$ cat config.mk
export PLATFORM = sky130hd
export DESIGN_NAME = frame_copy_scheduler
export DESIGN_NICKNAME = d
export VERILOG_FILES = /design/src/rtl/frame_sched_pkg.sv /design/src/rtl/frame_copy_scheduler.sv
export SDC_FILE = /design/constraint.sdc
export NUM_CORES = 1
export LEC_CHECK = 0
export ABC_CLOCK_PERIOD_IN_PS = 1700
export BUFFER_PORTS_ARGS = -buffer_cell sky130_fd_sc_hd__buf_2
export CELL_PAD_IN_SITES_DETAIL_PLACEMENT = 0
export CELL_PAD_IN_SITES_GLOBAL_PLACEMENT = 1
export CORE_ASPECT_RATIO = 0.6
export CORE_UTILIZATION = 29
export CTS_BUF_LIST = sky130_fd_sc_hd__clkbuf_4
export DETAILED_ROUTE_END_ITERATION = 8
export HOLD_SLACK_MARGIN = 0.06
export PLACE_DENSITY = 0.86
export SETUP_SLACK_MARGIN = 0.3
export SYNTH_ARGS = -nofsm -noshare
export SYNTH_HDL_FRONTEND = slang
export SYNTH_SLANG_ARGS = --single-unit
$ cat constraint.sdc
create_clock -name clk -period 1.7 [get_ports clk]
set_input_delay 0.51 -clock clk [delete_from_list [all_inputs] [get_ports clk]]
set_output_delay 0.51 -clock clk [all_outputs]
set_load 0.01 [all_outputs]
$ cat src/rtl/frame_sched_pkg.sv
// Shared types and copy-length constants for the frame copy scheduler and the rect copy controller.
// Also provides a fallback for the DATA_ADDR_WIDTH define when the build does not supply one.
`ifndef DATA_ADDR_WIDTH
`define DATA_ADDR_WIDTH 16
`endif

package frame_sched_pkg;

   typedef enum logic [1:0] {
      IDLE  = 2'd0,
      STALL = 2'd1,
      COPY  = 2'd2,
      DONE  = 2'd3
   } sched_state_t;

   localparam int RECT_COUNT_DEF = 64;
   localparam int RECT_WORDS_DEF = 6;

   // One extra cycle covers the copy_start cycle, where the first RAM read is issued.
   function automatic int copy_cycles(input int words, input int count);
      return words * count + 1;
   endfunction

   localparam int COPY_CYCLES_DEF = copy_cycles(RECT_WORDS_DEF, RECT_COUNT_DEF);

endpackage

$ cat src/rtl/frame_copy_scheduler.sv
// Per-frame rect DMA sequencer and CPU/DMA arbiter for the data memory port.
// Optional macro FRAME_SCHED_GATE_EN: copy only frames the CPU has flagged with cpu_frame_ready.
//
// state | meaning
// IDLE  | CPU owns the port, waiting for frame_start
// STALL | CPU held, waiting for cpu_stall_ack
// COPY  | DMA owns the port for COPY_CYCLES cycles
// DONE  | one-cycle frame_done, port back on the CPU
`ifndef DATA_ADDR_WIDTH
`define DATA_ADDR_WIDTH 16
`endif

module frame_copy_scheduler
   import frame_sched_pkg::*;
#(
   parameter int ADDR_WIDTH  = `DATA_ADDR_WIDTH,
   parameter int RECT_COUNT  = RECT_COUNT_DEF,
   parameter int RECT_WORDS  = RECT_WORDS_DEF,
   parameter int COPY_CYCLES = RECT_WORDS * RECT_COUNT + 1,
   parameter int CNT_WIDTH   = $clog2(COPY_CYCLES + 1)
) (
   input  logic                  clk,
   input  logic                  reset,
   input  logic                  frame_start,
   input  logic                  cpu_stall_ack,
`ifdef FRAME_SCHED_GATE_EN
   input  logic                  cpu_frame_ready,
`endif
   input  logic [ADDR_WIDTH-1:0] cpu_mem_addr,
   input  logic                  cpu_mem_we,
   input  logic [ADDR_WIDTH-1:0] dma_mem_addr,
   output logic [ADDR_WIDTH-1:0] mem_addr,
   output logic                  mem_we,
   output logic                  cpu_stall,
   output logic                  copy_start,
   output logic                  copy_busy,
   output logic                  frame_done,
   output logic                  overrun
);

   sched_state_t         state;
   logic [CNT_WIDTH-1:0] cnt;
   logic                 sel_dma;
   logic                 cpu_we_en;
   logic                 start_ok;

`ifdef FRAME_SCHED_GATE_EN
   logic pending;

   // Set wins over the clear on COPY entry so a ready pulse is never lost.
   always_ff @(posedge clk) begin
      if (reset)
         pending <= 1'b0;
      else if (cpu_frame_ready)
         pending <= 1'b1;
      else if (state == STALL && cpu_stall_ack)
         pending <= 1'b0;
   end

   assign start_ok = pending;
`else
   assign start_ok = 1'b1;
`endif

   always_ff @(posedge clk) begin
      if (reset) begin
         state      <= IDLE;
         cnt        <= '0;
         cpu_stall  <= 1'b0;
         copy_start <= 1'b0;
         copy_busy  <= 1'b0;
         frame_done <= 1'b0;
         overrun    <= 1'b0;
         sel_dma    <= 1'b0;
         cpu_we_en  <= 1'b1;
      end else begin
         if (frame_start && state != IDLE)
            overrun <= 1'b1;
         case (state)
            IDLE: begin
               if (frame_start && start_ok) begin
                  state     <= STALL;
                  cpu_stall <= 1'b1;
               end
            end
            STALL: begin
               if (cpu_stall_ack) begin
                  state      <= COPY;
                  cnt        <= CNT_WIDTH'(COPY_CYCLES - 1);
                  copy_start <= 1'b1;
                  copy_busy  <= 1'b1;
                  sel_dma    <= 1'b1;
                  cpu_we_en  <= 1'b0;
               end
            end
            COPY: begin
               copy_start <= 1'b0;
               if (cnt == '0) begin
                  state      <= DONE;
                  copy_busy  <= 1'b0;
                  sel_dma    <= 1'b0;
                  frame_done <= 1'b1;
               end else begin
                  cnt <= cnt - 1'b1;
               end
            end
            DONE: begin
               state      <= IDLE;
               frame_done <= 1'b0;
               cpu_stall  <= 1'b0;
               cpu_we_en  <= 1'b1;
            end
            default: state <= IDLE;
         endcase
      end
   end

   assign mem_addr = sel_dma ? dma_mem_addr : cpu_mem_addr;
   assign mem_we   = cpu_we_en & cpu_mem_we;

endmodule

==> out/metrics.yaml <==
outcome: "complete, but fails checks"
violations: "setup timing"
path_buf_inv: 2
htreeDepth: 1
async_flop_share_pct: 0
dpl.hpwl_um: 2356
syn_area_um2: 1114
drive_above_1_share_pct: 75.59
gp_congestion: 0.7408
rows: 17
numPortBuffers: 58
drv_cap: 0
grt_usage_pct: 18.27
die-height_um: 50
drt_wl_total_um: 4152
numCtsBuffers: 3
setup_viol: 17
fin_util_pct: 58.72
firstDrtPassIters: 4
cts_tree: "yes"
clockBufferDepth: 2
crit_path_end_kind: "output pin"
worstPathArrival_ps: 1290
root_buffer: "clkbuf_4"
pwr-share-clk_pct: 6.3
crit_fanout: 8
hold_violations: 0
final_common_cell: "buf_2"
antenna_cells: 0
seqCellArea_um2: 359.1
coreArea_um2: 3680
grt_pass1_wl_um: 5602
syn_area_per_cell_um2: 8.838
cpPeakStageDelay_ps: 400
antenna_found_initial: 0
path_cells: "buf_12, mux2_4, buf_6"
drt_iter0_drc: 58
pwr-share-comb_pct: 75.2
cellPowerDensity_nw_per_um2: 1864
syn2layout_area_growth_pct: 94.04
synth_edf_count: 0
worstPathRequired_ps: 1190
dr_total_vias: 1307
clock_latency_ps: 310
drc_errors: 0
fin_nets: 257
swShare_pct: 40.56
ant_nets: 0
clkTransAtPathRegs_ps: 110
cts.sinks: 17
period_minus_slack_ps: 1795
place_area_um2: 1619
synth_flop_cell: "dfxtp_1"
yosysSeqAreaShare_pct: 30.56
final_cell_mix: "buf_2, buf_6, buf_4"
cp-startpoint: "sel_dma$_SDFFE_PP0P_"
grt-ovfl-total: 0
leakagePower_nw: 0.9896
fin_skew_ps: 5.469
hold_class: "in2reg"
tightest_slew_ps: 281.3
grt_max_degree: 15
path_class: "reg2out"
ys_ff_latch: 17
internal_power_w: 0.002394
num_io_pins: 59
ys_warn_count: 0
min_from: "frame_start"
critPathTopFamily: "flip-flops"
sequentialPowerShare_pct: 18.5
r2r_start: "cnt[4]$_SDFFE_PP0P_"
grt_pass1_vias: 1146
vias_per_cell: 5.027
syn_inst: 126
finalCritPeriodShare_pct: 105.6
maxSlewHeadroom_pct: 81.13
die_w_um: 82
cp_slowest_cell: "dfxtp_4"
syn-num-nets: 169
fillCellCount: 314
die_area_um2: 4100
cp-start-kind: "register"
yosysUniqueCellTypes: 38
rsz0062_at_grt: "true"
vdd_drop_max_v: 0.0009716
slew_viol_final: 0
multiInputGateArea_um2: 989.7
start_util_pct: 30.26
p_switching_w: 0.001633
routedWlPerCell_um: 15.97
final_area_um2: 2161
max_freq_mhz: 557.0
final.setup.worst_slack_ps: -95.47
-- metal layers --
metal,vias to the layer above,wire length [um],track usage (%)
li1,634,-,-
met1,628,1981,28.62
met2,39,1935,24.38
met3,6,189,3.333
met4,0,46,5.263
met5,-,0,0
-- final cells by class --
class | count | share of cell area, %
Sequential cell | 17 | 16.62
Inverter | 8 | 1.506
Timing Repair Buffer | 88 | 31.96
Multi-Input combinational cell | 96 | 45.80
Clock buffer | 4 | 1.390
Tap cell | 47 | 2.721
-- path summary, 6_finish.rpt --
path / endpoint / depth (start not counted) / slack [ps]
worst max-delay path: mem_addr[3] / 3 / -100
worst min-delay path: overrun$_SDFFE_PP0P_ / 3 / 460
worst max register to register: cnt[7]$_SDFFE_PP0P_ / 4 / -80
worst min register to register: cnt[0]$_SDFFE_PP0P_ / 2 / 480
-- power by group through the flow --
stage          registers (W)  clock network (W)  logic (W)
2_1_floorplan       0.000696                  0    0.00126
3_3_place_gp        0.000690                  0    0.00183
3_5_place_dp        0.000691                  0    0.00182
4_1_cts             0.000720           0.000251    0.00233
5_1_grt             0.000766           0.000282    0.00320
6_report            0.000745           0.000253    0.00303
-- timing repair --
action | CTS | global route
setup endpoints to repair | 30 | 33
endpoints found under the hold margin | 0 | 0
pin swaps | 13 | 12
gates cloned | 1 | 0
setup buffers | 10 | 5
resized for setup | 41 | 48
hold buffers | 0 | 0
-- Yosys cell counts, drive strengths merged (3+ instances only) --
cell / instances / share of area (%)
inv: 8 / 2.7
o21ai: 6 / 2.7
nor3: 3 / 1.3
nor2: 7 / 2.4
nand2: 6 / 2.0
ha: 6 / 6.7
mux2: 16 / 16
or4: 3 / 2.0
nand2b: 3 / 1.7
buf: 4 / 3.0
dfxtp: 17 / 31
a31oi: 3 / 1.7
or3: 6 / 3.5
a21oi: 11 / 4.9
-- registers in the layout, indices dropped and copies added, names as in the netlist --
register / flops
cpu_stall: 1
overrun: 1
copy_start: 1
frame_done: 1
state: 2
cnt: 9
cpu_we_en: 1
sel_dma: 1
-- cell families (layout without fill, tap and decap cells) --
| group | after synthesis | in the layout | synth area share, % |
|---|---|---|---|
| AO/OA/AOI/OAI | 31 | 31 | 17.64 |
| multiplexers | 17 | 17 | 17.08 |
| AND/OR/NAND/NOR | 42 | 42 | 21.91 |
| adder cells (fa/ha/maj) | 6 | 6 | 6.741 |
| flip-flops | 17 | 17 | 30.56 |
| buffers and inverters | 13 | 100 | 6.067 |
-- metrics by stage --
stage / TNS, ps / std cells / hold WS (ps) / power [W] / worst slack [ps]
5_1_grt: -2324 / 260 / 458.1 / 0.004243 / -139.8
4_1_cts: -1555 / 255 / 465.9 / 0.003297 / -109.3
3_5_place_dp: -19.69 / 240 / 458.5 / 0.002508 / -19.69
6_report: -1475 / 260 / 458.8 / 0.004027 / -95.47
2_1_floorplan: 0 / 126 / 444.9 / 0.001959 / 56.70
3_3_place_gp: 0 / 240 / 455.3 / 0.002515 / 35.72
-- worst min-delay path: stages --
cell,delay [ps]
buf_2,90
a21oi_1,60
nor2_1,70
Power figures use the tool's default switching activity.
